`config.mk`:
```
export PLATFORM = sky130hd
export DESIGN_NAME = nv_nvdla_pdp_rd_rsp_gen
export DESIGN_NICKNAME = d
export VERILOG_FILES = /design/src/rtl/nv_nvdla_pdp_rd_rsp_gen.sv
export SDC_FILE = /design/constraint.sdc
export NUM_CORES = 1
export LEC_CHECK = 0
export BUFFER_PORTS_ARGS = -buffer_cell sky130_fd_sc_hd__buf_2
export CAP_MARGIN = 10
export CORE_MARGIN = 2
export CORE_UTILIZATION = 50
export DETAILED_ROUTE_END_ITERATION = 6
export PLACE_DENSITY = 0.84
export SETUP_SLACK_MARGIN = 0.3
export SKIP_LAST_GASP = 1
export SYNTH_ARGS = -nofsm -noshare
export SYNTH_HDL_FRONTEND = slang
export SYNTH_SLANG_ARGS = --single-unit
```
`constraint.sdc`:
```
create_clock -name nvdla_core_clk -period 5.1 [get_ports nvdla_core_clk]
set_input_delay 0.51 -clock nvdla_core_clk [delete_from_list [all_inputs] [get_ports nvdla_core_clk]]
set_output_delay 0.51 -clock nvdla_core_clk [all_outputs]
set_load 0.01 [all_outputs]
```
`src/rtl/nv_nvdla_pdp_rd_rsp_gen.sv`:
```
// PDP read-DMA memory-side responder: queues {size, addr} requests, reads atoms from a
// local backing memory and returns them in order, throttled by latency-FIFO credits.
module nv_nvdla_pdp_rd_rsp_gen #(
  parameter int ADDR_W    = 64,
  parameter int DATA_W    = 256,
  parameter int LAT_DEPTH = 64,
  parameter int REQ_DEPTH = 4
) (
  input  logic                                     nvdla_core_clk,
  input  logic                                     nvdla_core_rstn,
  input  logic                                     rd_req_valid,
  output logic                                     rd_req_ready,
  input  logic [ADDR_W+14:0]                       rd_req_pd,
  output logic                                     rd_rsp_valid,
  input  logic                                     rd_rsp_ready,
  output logic [DATA_W-1:0]                        rd_rsp_pd,
  input  logic                                     rd_cdt_lat_fifo_pop,
  output logic                                     mem_rd_en,
  output logic [ADDR_W-$clog2(DATA_W/8)-1:0]       mem_rd_addr,
  input  logic [DATA_W-1:0]                        mem_rd_data,
  output logic [$clog2(LAT_DEPTH):0]               credit_cnt,
  output logic                                     idle
);
  localparam int OFF = $clog2(DATA_W/8);
  localparam int AW  = ADDR_W - OFF;
  localparam int CW  = $clog2(LAT_DEPTH) + 1;
  localparam int PW  = $clog2(REQ_DEPTH);
  localparam int EW  = 15 + AW;

  typedef enum logic {S_IDLE, S_BURST} state_e;

  state_e            state_q;
  logic [EW-1:0]     q_mem_q [REQ_DEPTH];
  logic [PW:0]       q_wp_q, q_rp_q;
  logic [AW-1:0]     atom_addr_q;
  logic [14:0]       left_q;
  logic [CW-1:0]     credit_q;
  logic              rd_vld_q;
  logic [DATA_W-1:0] ob_mem_q [2];
  logic              ob_wp_q, ob_rp_q;
  logic [1:0]        ob_cnt_q;

  logic          q_empty, q_full, push, q_pop, burst, have_work, rsp_pop, issue, cdt_err;
  logic [EW-1:0] head;
  logic [AW-1:0] cur_addr;
  logic [14:0]   cur_left;
  logic [2:0]    pend;

  // Byte offset within an atom is meaningless to an atom-aligned memory.
  logic unused_lo_bits;
  assign unused_lo_bits = ^rd_req_pd[OFF-1:0];

  assign q_empty = (q_wp_q == q_rp_q);
  assign q_full  = (q_wp_q[PW] != q_rp_q[PW]) && (q_wp_q[PW-1:0] == q_rp_q[PW-1:0]);
  assign head    = q_mem_q[q_rp_q[PW-1:0]];

  assign rd_req_ready = nvdla_core_rstn & ~q_full;
  assign push         = rd_req_valid & rd_req_ready;

  // When idle the queue head is issued directly, so a new burst starts with no bubble
  // after the previous one finishes.
  assign burst     = (state_q == S_BURST);
  assign have_work = burst | ~q_empty;
  assign cur_addr  = burst ? atom_addr_q : head[AW-1:0];
  assign cur_left  = burst ? left_q      : head[EW-1:AW];

  assign rsp_pop = rd_rsp_valid & rd_rsp_ready;
  // A beat leaving this cycle frees its slot, which keeps 1 beat/cycle sustainable.
  assign pend    = {1'b0, ob_cnt_q} + {2'b0, rd_vld_q} - {2'b0, rsp_pop};
  assign issue   = have_work && (credit_q != '0) && (pend < 3'd2);
  assign q_pop   = issue & ~burst;

  assign mem_rd_en   = issue;
  assign mem_rd_addr = cur_addr;

  assign cdt_err    = rd_cdt_lat_fifo_pop && (credit_q == CW'(LAT_DEPTH));
  assign credit_cnt = credit_q;

  assign rd_rsp_valid = (ob_cnt_q != 2'd0);
  assign rd_rsp_pd    = ob_mem_q[ob_rp_q];
  assign idle         = q_empty && !burst && !rd_vld_q && (ob_cnt_q == 2'd0);

  always_ff @(posedge nvdla_core_clk or negedge nvdla_core_rstn) begin
    if (!nvdla_core_rstn) begin
      q_wp_q <= '0;
      q_rp_q <= '0;
      for (int i = 0; i < REQ_DEPTH; i++) q_mem_q[i] <= '0;
    end else begin
      if (push) begin
        q_mem_q[q_wp_q[PW-1:0]] <= {rd_req_pd[ADDR_W+14:ADDR_W], rd_req_pd[ADDR_W-1:OFF]};
        q_wp_q <= q_wp_q + (PW+1)'(1);
      end
      if (q_pop) q_rp_q <= q_rp_q + (PW+1)'(1);
    end
  end

  always_ff @(posedge nvdla_core_clk or negedge nvdla_core_rstn) begin
    if (!nvdla_core_rstn) begin
      state_q     <= S_IDLE;
      atom_addr_q <= '0;
      left_q      <= '0;
    end else if (issue) begin
      if (cur_left == 15'd0) begin
        state_q <= S_IDLE;
      end else begin
        state_q     <= S_BURST;
        atom_addr_q <= cur_addr + AW'(1);
        left_q      <= cur_left - 15'd1;
      end
    end
  end

  always_ff @(posedge nvdla_core_clk or negedge nvdla_core_rstn) begin
    if (!nvdla_core_rstn) begin
      credit_q <= CW'(LAT_DEPTH);
    end else begin
      credit_q <= credit_q - CW'(issue) + CW'(rd_cdt_lat_fifo_pop & ~cdt_err);
    end
  end

  always_ff @(posedge nvdla_core_clk or negedge nvdla_core_rstn) begin
    if (!nvdla_core_rstn) begin
      rd_vld_q    <= 1'b0;
      ob_wp_q     <= 1'b0;
      ob_rp_q     <= 1'b0;
      ob_cnt_q    <= 2'd0;
      ob_mem_q[0] <= '0;
      ob_mem_q[1] <= '0;
    end else begin
      rd_vld_q <= issue;
      if (rd_vld_q) begin
        ob_mem_q[ob_wp_q] <= mem_rd_data;
        ob_wp_q           <= ~ob_wp_q;
      end
      if (rsp_pop) ob_rp_q <= ~ob_rp_q;
      ob_cnt_q <= ob_cnt_q + {1'b0, rd_vld_q} - {1'b0, rsp_pop};
    end
  end

  cdt_overflow_a: assert property (@(posedge nvdla_core_clk) disable iff (!nvdla_core_rstn)
    !cdt_err);

endmodule

```
After elaboration in Yosys (flattened, before gate mapping)
Cells that the tools add are included.
{ "totals": {"ff_bits": 901, "latchBits": 0, "ramBits": 0, "romBits": 0, "in_bits": 340, "output_inout_bits": 326, "elab_cells": 85, "mem_count": 0} }
{ "classes": {"add_sub_neg": 10, "n_mul": 0, "div_mod_pow": 0, "n_lt_le_gt_ge": 7, "n_eq_ne": 4, "shifts": 0, "n_mux": 15, "n_bitwise": 17, "n_reduce_logical": 16} }
{ "ops": {"columns": ["operator", "n"], "rows": [
  ["$mux 256", 4],
  ["$bwmux 512", 1],
  ["$bwmux 296", 1],
  ["$demux 256 s1", 1],
  ["$mux 74", 3],
  ["$bmux 74 s2", 1],
  ["$demux 74 s2", 1],
  ["$add 59x1->59 const B", 1],
  ["$mux 59", 1],
  ["$logic_not 15->1", 1],
  ["$mux 15", 1],
  ["$sub 15x1->15 const B", 1],
  ["$logic_and 1x1->1", 9],
  ["$add 7x7->7", 1],
  ["$and 1x7->7", 1],
  ["$eq 7x7->1 const B", 1],
  ["$not 1->7", 1],
  ["$reduce_bool 7->1", 1],
  ["$sub 7x1->7", 1],
  ["$add 3x1->3 const B", 2],
  ["$ge 3x3->1 const B", 2],
  ["$not 1->1", 6],
  ["$not 2->3", 2],
  ["$and 1x1->1", 4],
  ["18 further kinds", 21]
]} }

Longest topological paths before layout
{ "depth": {"depth_word": 8, "ltp_mapped": 23, "ltp_nobuf": 23} }

Least setup slack after synthesis
No wires, ideal clock.
{ "synth_path": {"kind": "reg2reg", "startpoint": "register ob_cnt_q[1]", "endpoint": "register credit_q[6], in the netlist credit_cnt[6]", "setup_ps": 75, "arrival_time_ps": 3945, "t_required_ps": 5025, "path_slack_ps": 1080, "path_stages_with_launch": 24, "n_path_buf": 0, "period_less_slack_ps": 4020, "cell_sequence": "dfrtp_1 > or2_2 > and2_1 > ha_1 > inv_1 > ha_1 > inv_1 > fa_1 > xnor2_1 > o211ai_1 > or2_2 > inv_1 > ha_1 > inv_1 > ha_1 > inv_1 > fa_1 > inv_1 > a21oi_1 > nor2_1 > o21ai_0 > a21oi_1 > nor2_1 > xnor2_1"} }
{ "synth_between": {"elab_chain_len": 7, "elab_cells_between_ends": 8, "classes_between": "add/sub: 4; order compare: 1; bitwise: 1; reduce/logical: 2"} }
{ "synth_lines": {"columns": ["item", "line", "source"], "rows": [
  ["start, declared", "41", "logic [1:0] ob_cnt_q;"],
  ["start signal, assigned", "136", "ob_cnt_q <= ob_cnt_q + {1'b0, rd_vld_q} - {1'b0, rsp_pop};"],
  ["$reduce_bool 2->1", "79", "assign rd_rsp_valid = (ob_cnt_q != 2'd0);"],
  ["net rd_rsp_valid", "14", "output logic rd_rsp_valid,"],
  ["$and 1x1->1", "67", "assign rsp_pop = rd_rsp_valid & rd_rsp_ready;"],
  ["net rsp_pop", "43", "logic q_empty, q_full, push, q_pop, burst, have_work, rsp_pop, issue, cdt_err;"],
  ["$sub 3x1->3", "69", "assign pend = {1'b0, ob_cnt_q} + {2'b0, rd_vld_q} - {2'b0, rsp_pop};"],
  ["$lt 3x2->1", "70", "assign issue = have_work && (credit_q != '0) && (pend < 3'd2);"],
  ["$logic_and 1x1->1", "70", null],
  ["net mem_rd_en", "18", "output logic mem_rd_en,"],
  ["$sub 7x1->7", "117", "credit_q <= credit_q - CW'(issue) + CW'(rd_cdt_lat_fifo_pop & ~cdt_err);"],
  ["$add 7x7->7", "117", null],
  ["end signal, assigned", "115", "credit_q <= CW'(LAT_DEPTH);"],
  ["end signal, assigned", "117", null],
  ["end, declared", "37", "logic [CW-1:0] credit_q;"]
]} }
The timed path passes the listed nets, and every way through them passes these cells.
A chain may end at the register's enable or synchronous reset.

Worst setup path in the final report
{ "layout_path": {"startpoint": "register q_rp_q[0]", "endpoint": "register atom_addr_q[57]"} }
{ "layout_between": {"elab_chain_len": 8, "elab_cells_between_ends": 15, "classes_between": "add/sub: 1; eq/ne: 1; mux: 5; bitwise: 4; reduce/logical: 4"} }
{ "layout_lines": {"columns": ["item", "line", "source"], "rows": [
  ["start, declared", "34", "logic [PW:0] q_wp_q, q_rp_q;"],
  ["start signal, assigned", "93", "if (q_pop) q_rp_q <= q_rp_q + (PW+1)'(1);"],
  ["branches (longest 8 deep; another with $add 59x1->59)", null, null],
  ["end signal, assigned", "107", "atom_addr_q <= cur_addr + AW'(1);"],
  ["end, declared", "35", "logic [AW-1:0] atom_addr_q;"]
]} }
Parallel ways; which one is timed is not known. The select of a mux whose other input is x is not followed.

==> results.tsv <==
metric	value	unit
WP data required	5620	ps
total wire length	109000	µm
clock tree from TritonCTS	yes	
Slew Viols, Final	0	
Die ar.	85200	µm²
Core Area	82100	µm²
GRT overflow	0	
Worst-path clk slew	60	ps
global route hottest layer	met2	
async set-reset flop share out of synthesis	100	%
Worst Setup End Kind	register	
type of origin of the critical path	register	
vias per inst	5.70	
row count	105	
Port Buf Inserts	660	
final hold slack	92.5	ps
Layout Nets	3963	
crit path max-delay cell type	dfrtp_4	
most frequent cells in the layout	mux2_2 (1092), dfrtp_1 (896), buf_2 (659), nand2_1 (151), clkbuf_16 (96)	
Avg WL per Cell	22.7	µm
fin crit share	85.8	%
Worst Skew	34.0	ps
Setup TNS Final	0	ps
Num Clock Sinks	901	
remaining antenna violation count	0	
syn_nets	3343	
CTS HTree Levels	3	
RSZ-0062 raised after global routing	no	
peak supply drop	0.569	mV
Post-CTS Hold Buffers	1	
Die Y	292	µm
global-route wire length before repair	166000	µm
Leak	21.8	nW
crit path max fanout	21	
actual slew at the worst max-slew pin	1070	ps
GRT Resource Usage Total	25.0	%
Synth Cell Area	41400	µm²
Final Setup Violations	0	
Register Area	22600	µm²
IO Pins	666	
Chip Width	292	µm
CTS Buf Count	95	
Synth Instances	2983	
Starting Density	50.5	%
leading post-synthesis cells by cell area	dfrtp_1 (54%), mux2_2 (30%), mux2i_1 (1.7%), nand2_1 (1.4%), xnor2_1 (1.3%)	
Pre-antenna DRT Iters	5	
synthesized area per cell	13.9	µm²
HP Class	in2reg	
GR Layer Usage met3	6.74	%
GR Layer Usage met2	39.6	%
worst-path cell chain	mux4_2 > mux2i_1 > ha_1 > or4bb_1 > o41ai_2 > o211ai_1 > nor2b_1 > a41oi_2 > and3_1 > a221oi_1 > nand2_1	
largest net degree at the start of global routing	186	
sequential fraction of the synthesis area	54.4	%
post-cts sizing count	0	
clk buf depth	3	
EDFF count, synth	0	
layout cells sized above 1	54.2	%
synthesized flop and latch total	901	
final hold vios	0	
synth unique cells	82	
area of the multi-input gates	17900	µm²
Fillers	6184	
clock latency on the worst-skew pair	660	ps
Synth Flop Type	dfrtp_1	
max_slew headroom	28.8	%
Synth area leader	dfrtp_1	
CP max stage delay	690	ps
DRC Markers	0	
Worst EP arrival	4900	ps
share of the synthesized area in the top cell type	54.4	%
Final min period	4380	ps
area delta synth->final	18.1	%
CP Class	reg2reg	
Power Density	757	nW/µm²
dpl hpwl	75300	µm
vias in the first global route	28131	
most common cell after layout, fill and taps aside	mux2_2	
Max Clock Freq	229	MHz
Placer Congestion	0.866	
via count	27361	
Iteration-0 DRC Markers	1713	
Root Buffer	clkbuf_16	
status	finished clean	
Yosys warnings	0	
# Post-CTS Setup Buffers	0	
Max Cap Violations	0	
initial antenna violation count	67	
met1 usage	31.6	%
-- registers in the layout, indices dropped and copies added, names as in the netlist --
| name | count |
|---|---|
| q_mem_q | 296 |
| q_wp_q | 3 |
| left_q | 15 |
| ob_cnt_q | 2 |
| ob_wp_q | 1 |
| ob_mem_q | 512 |
| credit_cnt | 7 |
| q_rp_q | 3 |
| atom_addr_q | 59 |
| ob_rp_q | 1 |
| rd_vld_q | 1 |
| burst | 1 |
-- logic make-up (layout without fill, tap and decap cells) --
group | count (synthesis) | count (layout) | synth area share, %
AO/OA/AOI/OAI | 213 | 213 | 3.21
XOR/XNOR | 74 | 74 | 1.56
adder cells (fa/ha/maj) | 20 | 20 | 0.640
buffers and inverters | 226 | 923 | 2.62
flip-flops | 901 | 901 | 54.4
multiplexers | 1194 | 1194 | 33.2
other | 0 | 51 | 0
AND/OR/NAND/NOR | 355 | 355 | 4.39
-- where the power goes --
| part | internal, W | switching, W |
|---|---|---|
| Combinational | 0.00844 | 0.00873 |
| Sequential | 0.0109 | 0.00212 |
| Clock | 0.00396 | 0.00294 |
-- final timing paths --
kind,startpoint,end,slack (ps),cells after the start
max in group asynchronous,nvdla_core_rstn,ob_mem_q[63]$_DFFE_PN0P_,1750,5
worst max register to register,q_rp_q[0]$_DFFE_PN0P_,atom_addr_q[57]$_DFFE_PN0P_,720,11
worst min register to register,atom_addr_q[33]$_DFFE_PN0P_,atom_addr_q[33]$_DFFE_PN0P_,480,2
worst max-delay path,q_rp_q[0]$_DFFE_PN0P_,atom_addr_q[57]$_DFFE_PN0P_,720,11
worst min-delay path,mem_rd_data[192],ob_mem_q[448]$_DFFE_PN0P_,90,2
min in group asynchronous,nvdla_core_rstn,q_mem_q[145]$_DFFE_PN0P_,420,2
-- critical path, delay by kind of cell, from the launching register on --
kind | cells | cell delay, ps
AOI/OAI and AO/OA | 4 | 1160
adders and majority gates | 1 | 260
DFF | 1 | 690
muxes | 2 | 800
and+or+nand+nor | 4 | 1330
-- cell type report --
class                           instances  area share (%)
Inverter                               48           0.368
Multi-Input combinational cell       1856            36.5
Sequential cell                       901            46.1
Clock inverter                         33           0.798
Antenna cell                           51           0.261
Timing Repair Buffer                  701            7.63
Tap cell                             1070            2.74
Clock buffer                          141            5.60
-- synth_stat cells, drive strengths merged (9+ instances only) --
cell type,n
o22ai,29
mux2,1093
buf,49
inv,47
nand2b,9
dfrtp,900
nor3,15
o21ai,80
nand4,16
mux4,30
nor4,20
nand2,157
nand3,42
a21oi,34
and3,9
nor2,34
and2,9
a22oi,9
xnor2,61
mux2i,71
xor2,13
ha,18
clkbuf,129
-- stage by stage --
step / instances / setup WS [ps] / area (µm²) / power [W] / util [%]
3_5_place_dp: 4575 / 750 / 45700 / 0.0300 / 55.6
6_report: 4801 / 724 / 48900 / 0.0370 / 59.6
3_3_place_gp: 4575 / 871 / 45700 / 0.0293 / 55.6
4_1_cts: 4750 / 730 / 48800 / 0.0370 / 59.4
2_1_floorplan: 2983 / 1080 / 41400 / 0.0244 / -
5_1_grt: 4794 / 355 / 48900 / 0.0390 / 59.6
-- metal layers --
metal / part of all wire, % / wire length [µm]
met1: 40 / 43600
met2: 47 / 51500
met3: 7.3 / 7910
met4: 5.3 / 5760
met5: 0.14 / 154
No activity file was read; power rests on OpenSTA's default activity.
